`src/rtl/score_keeper.sv`:
```
// score_keeper
//   Game score tracker for a grid snake game. A three-state game FSM
//   (IDLE / RUN / OVER) counts eat events while running and saturates the
//   score at H*V-1. A sequential double-dabble converter turns the score into
//   four BCD digits, one score bit per clock, MSB first.
//
//   Optional feature: define SCORE_KEEPER_HISCORE_EN to keep a best-score
//   register that loads on entry to OVER. Without it high_score is tied to 0.
//
// Parameters
//   H, V    grid width / height in cells (H*V <= 10000)
//   POINTS  score added per eat event (>= 1)
//
// Ports
//   clk             system clock, rising edge
//   rst             synchronous active-high reset, overrides all other inputs
//   start           one-cycle pulse, begins a new game from IDLE or OVER
//   eat             one-cycle pulse, snake consumed food (counted only in RUN)
//   game_over       one-cycle pulse, fatal collision (acted on only in RUN)
//   score           current binary score (registered)
//   high_score      best score since reset (0 unless SCORE_KEEPER_HISCORE_EN)
//   bcd             {d3,d2,d1,d0} decimal digits of the last converted score
//   bcd_valid       bcd matches score
//   running         game FSM is in RUN
//   game_state_dbg  game FSM state: 0 IDLE, 1 RUN, 2 OVER
//   conv_state_dbg  converter state: 0 CIDLE, 1 CONV
module score_keeper #(
  parameter int H      = 32,
  parameter int V      = 32,
  parameter int POINTS = 1,
  localparam int W     = $clog2(H * V)
) (
  input  logic         clk,
  input  logic         rst,
  input  logic         start,
  input  logic         eat,
  input  logic         game_over,
  output logic [W-1:0] score,
  output logic [W-1:0] high_score,
  output logic [15:0]  bcd,
  output logic         bcd_valid,
  output logic         running,
  output logic [1:0]   game_state_dbg,
  output logic         conv_state_dbg
);

  localparam int            CW        = $clog2(W + 1);
  localparam logic [CW-1:0] LAST      = CW'(W - 1);
  localparam logic [W:0]    MAX_SCORE = (W + 1)'(H * V - 1);
  localparam logic [W:0]    PTS       = (W + 1)'(POINTS);

  typedef enum logic [1:0] {
    IDLE = 2'd0,
    RUN  = 2'd1,
    OVER = 2'd2
  } game_state_t;

  typedef enum logic {
    CIDLE = 1'b0,
    CONV  = 1'b1
  } conv_state_t;

  // ---------------------------------------------------------------------------
  // Game FSM and score register
  // ---------------------------------------------------------------------------
  game_state_t  state_q, state_d;
  logic [W-1:0] score_q, score_d;
  logic [W:0]   sum;
  logic [W-1:0] sat_sum;

  always_ff @(posedge clk) begin
    if (rst) begin
      state_q <= IDLE;
      score_q <= '0;
    end else begin
      state_q <= state_d;
      score_q <= score_d;
    end
  end

  always_comb begin
    state_d = state_q;
    score_d = score_q;
    // One extra bit so the add can never wrap before the saturation compare.
    sum     = {1'b0, score_q} + PTS;
    sat_sum = (sum > MAX_SCORE) ? MAX_SCORE[W-1:0] : sum[W-1:0];
    case (state_q)
      // start wins over a coincident eat: the new game begins at 0.
      IDLE, OVER: begin
        if (start) begin
          state_d = RUN;
          score_d = '0;
        end
      end
      // start is ignored here; eat and game_over together count the eat.
      RUN: begin
        if (eat)       score_d = sat_sum;
        if (game_over) state_d = OVER;
      end
      default: state_d = IDLE;
    endcase
  end

  assign score          = score_q;
  assign running        = (state_q == RUN);
  assign game_state_dbg = state_q;

  // ---------------------------------------------------------------------------
  // Best score
  // ---------------------------------------------------------------------------
`ifdef SCORE_KEEPER_HISCORE_EN
  logic [W-1:0] hi_q;

  // score_d is the post-eat value when eat and game_over coincide.
  always_ff @(posedge clk) begin
    if (rst) begin
      hi_q <= '0;
    end else if (state_q == RUN && game_over && score_d > hi_q) begin
      hi_q <= score_d;
    end
  end

  assign high_score = hi_q;
`else
  assign high_score = '0;
`endif

  // ---------------------------------------------------------------------------
  // Double-dabble BCD converter
  // ---------------------------------------------------------------------------
  // bcd_valid is a level, not a handshake: it is high exactly when bcd holds
  // the decimal form of the current score. It drops combinationally in the
  // same cycle score moves away from the snapshot, and rises on the cycle
  // after a conversion of the current score completes. There is no ready.
  conv_state_t  conv_q, conv_d;
  logic [W-1:0] snap_q;
  logic [W-1:0] shift_q;
  logic [14:0]  acc_q;
  logic [14:0]  adj;
  logic [15:0]  acc_next;
  logic [CW-1:0] cnt_q;
  logic [15:0]  bcd_q;
  logic         valid_q;

  // The accumulator is one bit short of 16: the thousands digit only ever
  // holds a prefix of a value below 10000, so before the final shift it is at
  // most 4 and never needs add-3, and its top bit only appears on that shift.
  always_comb begin
    conv_d = conv_q;
    adj    = acc_q;
    for (int i = 0; i < 3; i++) begin
      if (acc_q[i*4 +: 4] >= 4'd5) adj[i*4 +: 4] = acc_q[i*4 +: 4] + 4'd3;
    end
    acc_next = {adj, shift_q[W-1]};
    case (conv_q)
      CIDLE:   if (score_q != snap_q) conv_d = CONV;
      CONV:    if (cnt_q == LAST)     conv_d = CIDLE;
      default: conv_d = CIDLE;
    endcase
  end

  always_ff @(posedge clk) begin
    if (rst) begin
      conv_q  <= CIDLE;
      snap_q  <= '0;
      shift_q <= '0;
      acc_q   <= '0;
      cnt_q   <= '0;
      bcd_q   <= 16'h0000;
      valid_q <= 1'b1;
    end else begin
      conv_q <= conv_d;
      case (conv_q)
        CIDLE: begin
          if (score_q != snap_q) begin
            snap_q  <= score_q;
            shift_q <= score_q;
            acc_q   <= '0;
            cnt_q   <= '0;
            valid_q <= 1'b0;
          end
        end
        CONV: begin
          // bcd_q is untouched until the last bit lands, so the previous
          // result stays visible for the whole conversion.
          acc_q   <= acc_next[14:0];
          shift_q <= shift_q << 1;
          cnt_q   <= cnt_q + 1'b1;
          if (cnt_q == LAST) begin
            bcd_q   <= acc_next;
            valid_q <= 1'b1;
          end
        end
        default: ;
      endcase
    end
  end

  assign bcd            = bcd_q;
  assign bcd_valid      = valid_q && (score_q == snap_q);
  assign conv_state_dbg = conv_q;

endmodule

```
`config.mk`:
```
export PLATFORM = sky130hd
export DESIGN_NAME = score_keeper
export DESIGN_NICKNAME = d
export VERILOG_FILES = /design/src/rtl/score_keeper.sv
export SDC_FILE = /design/constraint.sdc
export NUM_CORES = 1
export LEC_CHECK = 0
export BUFFER_PORTS_ARGS = -buffer_cell sky130_fd_sc_hd__buf_2
export CORE_ASPECT_RATIO = 0.75
export CORE_MARGIN = 2
export CORE_UTILIZATION = 28
export CTS_CLUSTER_SIZE = 28
export DETAILED_ROUTE_END_ITERATION = 16
export HOLD_SLACK_MARGIN = 0.12
export SYNTH_ARGS = -nofsm -noshare
export SYNTH_HDL_FRONTEND = slang
export SYNTH_SLANG_ARGS = --single-unit
```
`constraint.sdc`:
```
create_clock -name clk -period 4.5 [get_ports clk]
set_clock_uncertainty 0.1 [all_clocks]
set_input_delay 0.45 -clock clk [delete_from_list [all_inputs] [get_ports clk]]
set_output_delay 0.45 -clock clk [all_outputs]
set_load 0.1 [all_outputs]
```
## Word level (Yosys, flattened, before mapping)

Cells that the tools add are included.
Widths: inputs -> output; s select.

| word-level totals | value |
|---|---|
| output and inout port bits | 41 |
| flip-flop bits (word level) | 69 |
| logic and storage cells | 60 |
| input port bits | 5 |

| cells by class | value |
|---|---|
| muxes and demuxes | 22 |
| equality and inequality tests | 10 |
| bitwise gates (word level) | 1 |
| reductions and logical operators | 9 |
| add/subtract/negate cells | 5 |
| magnitude comparators | 4 |

Operators by type and width:

| kind | number |
|---|---|
| $mux 10 | 4 |
| $pmux 10 s2 | 2 |
| $pmux 15 s2 | 1 |
| $mux 4 | 4 |
| $mux 15 | 1 |
| $add 4x2->4 const B | 3 |
| $ge 4x3->1 const B | 3 |
| $add 10x1->11 const B | 1 |
| $gt 11x10->1 const B | 1 |
| $eq 10x10->1 | 1 |
| $ne 10x10->1 | 1 |
| $ne 2x2->1 const B | 4 |
| $pmux 4 s2 | 1 |
| $reduce_and 2->1 | 4 |
| $add 4x1->4 const B | 1 |
| $eq 4x4->1 const B | 1 |
| $mux 1 | 4 |
| $mux 2 | 2 |
| $pmux 1 s2 | 2 |
| $pmux 2 s2 | 1 |
| $reduce_and 3->1 | 1 |
| $eq 2x1->1 const B | 1 |
| $eq 2x2->1 const B | 1 |
| $logic_not 2->1 | 1 |
| 5 further kinds | 5 |

## Depth between registers and ports, before layout

| depth | value |
|---|---|
| depth in word-level cells | 5 |
| mapped depth | 8 |
| depth with buffers taken out | 7 |

## Least setup slack after synthesis

OpenSTA, ideal clock, no wires.

| timing | value |
|---|---|
| kind | reg2reg |
| start | reg state_q[0] (netlist: game_state_dbg[0]) |
| end | reg score_q[8] (netlist: score[8]) |
| slack | 0.881 ns |
| data required time | 4.321 ns |
| setup time | 0.079 ns |
| arrival | 3.439 ns |
| clock period less this slack | 3.619 ns |
| buffers on the path | 1 |
| cell stages (with the launch flop) | 6 |
| cells stage by stage | dfxtp_1 -> nor2b_1 -> and2_1 -> clkbuf_1 -> a41oi_1 -> nor3_1 |

| on the way | value |
|---|---|
| elaborated cells on any way between the ends | 9 |
| classes of those cells | eq/ne: 4; mux: 1; reduce/logical: 4 |

RTL lines:

| what | line | RTL |
|---|---|---|
| from (decl) | 66 | `game_state_t state_q, state_d;` |
| from (signal assigned) | 76 | `state_q <= state_d;` |
| $eq 2x1->1 (*) | n/a |  |
| via running | 42 | `output logic running,` |
| $ne 2x2->1 (no line) / $reduce_bool 2->1 (equally long branches) | n/a |  |
| $reduce_and 3->1 (no line) | n/a |  |
| to (signal assigned) | 77 | `score_q <= score_d;` |
| to (decl) | 67 | `logic [W-1:0] score_q, score_d;` |

The timed path passes the listed nets; every way through them passes the cells marked *.
A chain may end at the register's enable or synchronous reset.

## Worst setup path after layout

| timing | value |
|---|---|
| start | reg score_q[0] (netlist: score[0]) |
| end | out bcd_valid |

| on the way | value |
|---|---|
| longest elaborated chain between the ends | 2 |

RTL lines:

| what | line | RTL |
|---|---|---|
| $eq 10x10->1 | 200 | `assign bcd_valid = valid_q && (score_q == snap_q);` |
| $logic_and 1x1->1 | 200 |  |
| to (decl) | 41 | `output logic bcd_valid,` |

Every way passes these cells.

==> metrics.md <==
| Metric | Value |
|---|---|
| Status | finished clean |
| Largest net degree at the start of global routing | 65 |
| Share of cells above drive strength 1 | 13.0% |
| CTS tree | yes |
| Final period util | 59.0% |
| Power Density | 400 nW/um^2 |
| # port buffers | 35 |
| Startpoint Class | flop |
| Synth Cell Area | 3410 sq um |
| Tmin final | 2650 ps |
| Layout overhead on the synthesized area | 16.5% |
| GRT Total Usage | 11.8% |
| Clock Latency Late Sink | 320 ps |
| Mapped Cells | 416 |
| R2R setup slack | 2260 ps |
| First drt pass iteration count | 4 |
| Final WL | 7.42 mm |
| CP Class | reg -> out |
| Sequential-to-total area share from yosys stat | 40.5% |
| Min-delay src | game_over |
| Fin cells | 601 |
| Die area | 13100 sq um |
| Finished Core Util | 33.8% |
| Share of the synthesized area in the top cell type | 40.5% |
| CTS root buffer | clkbuf_16 |
| Hold Path End | game_state_dbg[1] |
| Vias in the first global route | 2675 |
| RSZ-0062 raised after global routing | false |
| Tightest Pin Transition | 1130 ps |
| H-tree depth | 3 |
| Syn. warnings | 0 |
| Die H | 99.5 microns |
| Largest area contributor in the netlist | dfxtp_1 |
| Sequential cell area | 1380 sq um |
| Detail Route Antenna Nets | 0 |
| Flops & latches, synth | 69 |
| Tot Pwr | 1.59 mW |
| Drt wl/cell | 12.3 microns |
| DRC | 0 |
| Worst Hold Path Cells | 3 |
| Via Count | 2798 |
| Worst Reg2Reg Path Length in Cells | 6 |
| TritonCTS Buffers | 9 |
| Endpoints failing setup | 0 |
| Total Neg Setup Slack | 0 ps |
| Crit Path Max Fanout | 10 |
| Synth cell types | 40 |
| I/O pin cnt | 46 |
| Most frequent cells in the layout | dfxtp_1 (69), nand2_1 (57), a21oi_1 (45) |
| Detailed Place HPWL | 4.82 mm |
| Total clock sinks | 69 |
| Critical R2R Capture | score[1] |
| Core footprint | 11700 sq um |
| GRT Residual Overflow | 0 |
| Ant. Diodes | 0 |
| WP data arrival | 2100 ps |
| Commonest non-fill, non-tap cell in the layout | dfxtp_1 |
| Synthesized area per cell | 8.19 sq um |
| Critical Path RT | 3950 ps |
| First-pass GRT wire length | 12.6 mm |
| Postcts setup bufs | 0 |
| Share of synthesized registers carrying an async set or reset | 0% |
| Cts hold-fix bufs | 0 |
| EDFF count, synth | 0 |
| Starting DRT DRC Count | 188 |
| Worst VDD drop | 0.189 mV |
| Reg2Reg Launch Point | score[1] |
| Dpl cells | 585 |
| Final hold violations | 0 |
| Via density | 4.66 |
| CTS resizes | 0 |
| Relative slew slack | 24.4% |
| GPL Wtd Cong | 0.825 |
| Max Slew Vio Count | 0 |
| Hold slack | 283 ps |
| FILL cells | 1208 |
| Initial antenna violation count | 0 |
| Multi-input logic area | 1800 sq um |
| Max Cap Violations | 0 |
| Clock Path Buffers | 2 |
| Worst setup EP type | output pin |
| Hold Path Class | in -> reg |
| Worst-path clk slew | 60 ps |
| Nets@finish | 449 |
| Max incr delay on CP | 530 ps |
| Worst path slowest cell | dfxtp_1 |
| Fmax | 0.377 GHz |
| Ys flop type | dfxtp_1 |
| CP Cell Sequence | xnor2_1 > nand4_1 > nor4_4 > and2_1 > buf_2 |
| Cell row count | 34 |
| Initial core utilization | 29.0% |
| CP startpoint | score[0] |
| Synth top area cells | dfxtp_1 (41%), mux2i_1 (7.0%), a21oi_1 (6.6%) |
| DIE WIDTH | 131 microns |
| Lkg Pwr | 1.55 nW |
-- state kept, by name, indices dropped and copies added, names as in the netlist --
| register | count |
|---|---|
| game_state_dbg | 2 |
| snap_q | 10 |
| conv_state_dbg | 1 |
| score | 10 |
| bcd | 16 |
| valid_q | 1 |
| shift_q | 10 |
| cnt_q | 4 |
| acc_q | 15 |
-- cell usage after synthesis, drive strengths merged (2+ instances only) --
master  number
nand3       23
nand4        3
nor3         6
nand2       58
a211oi      12
a311oi       6
ha          10
a31oi        3
nor2        36
and2         3
and3         3
buf         24
and4         3
dfxtp       69
nand2b       9
o21ai       15
nor2b        4
a41oi        2
nor3b        2
inv         11
xnor2       13
mux2i       24
clkbuf      17
a21oi       45
or3          3
xor2         3
-- per-stage QoR --
step / worst slack (ps) / cell area (sq um)
final: 1850 / 3970
after CTS: 1830 / 3970
after detailed placement: 2180 / 3630
after global routing: 1740 / 3970
after floorplan: 881 / 3440
after global placement: 2230 / 3630
-- worst max-delay path: cells and delay by family, from the launching register on --
family / cells / cell delay (ps)
AND/OR/NAND/NOR: 3 / 650
flip-flops: 1 / 530
buffers and inverters: 1 / 430
XOR/XNOR: 1 / 170
-- per-layer routing --
layer | GRT usage, % | vias to the layer above | part of all wire [%]
met1 | 15.6 | 1297 | 51
met5 | 0 | - | 0
met2 | 18.3 | 41 | 44
met3 | 3.06 | 8 | 3.4
met4 | 4.77 | 0 | 1.3
li1 | - | 1452 | -
-- kinds of logic after synthesis --
group | count (synthesis) | synth area share [%]
AND/OR/NAND/NOR | 155 | 21.5
AO/OA/AOI/OAI | 88 | 15.3
flip-flops | 69 | 40.5
buffers and inverters | 53 | 7.75
multiplexers | 24 | 7.05
XOR/XNOR | 16 | 4.11
adder cells (fa/ha/maj) | 10 | 3.67
other | 1 | 0.110
-- power breakdown --
part           switching (mW)  total [mW]  internal, mW
Sequential            0.00836       0.631         0.622
Combinational           0.126       0.156        0.0304
Clock                   0.261       0.803         0.541
Total                   0.396        1.59          1.19
-- how the worst max path moves through the flow --
| stage | endpoint | slack [ps] | cells after the start |
|---|---|---|---|
| 2_1_floorplan | score[8] | 880 | 5 |
| 3_3_place_gp | bcd_valid | 2230 | 5 |
| 3_5_place_dp | bcd_valid | 2180 | 5 |
| 4_1_cts | bcd_valid | 1830 | 5 |
| 5_1_grt | bcd_valid | 1740 | 5 |
| 6_report | bcd_valid | 1850 | 5 |
-- cell type report --
cell class	instances	share of cell area [%]
Tap cell	162	5.10
Inverter	12	1.13
Timing Repair Buffer	39	5.17
Multi-Input combinational cell	303	45.2
Sequential cell	69	34.8
Clock inverter	6	2.80
Clock buffer	10	5.77
No activity file was read; power rests on OpenSTA's default activity.
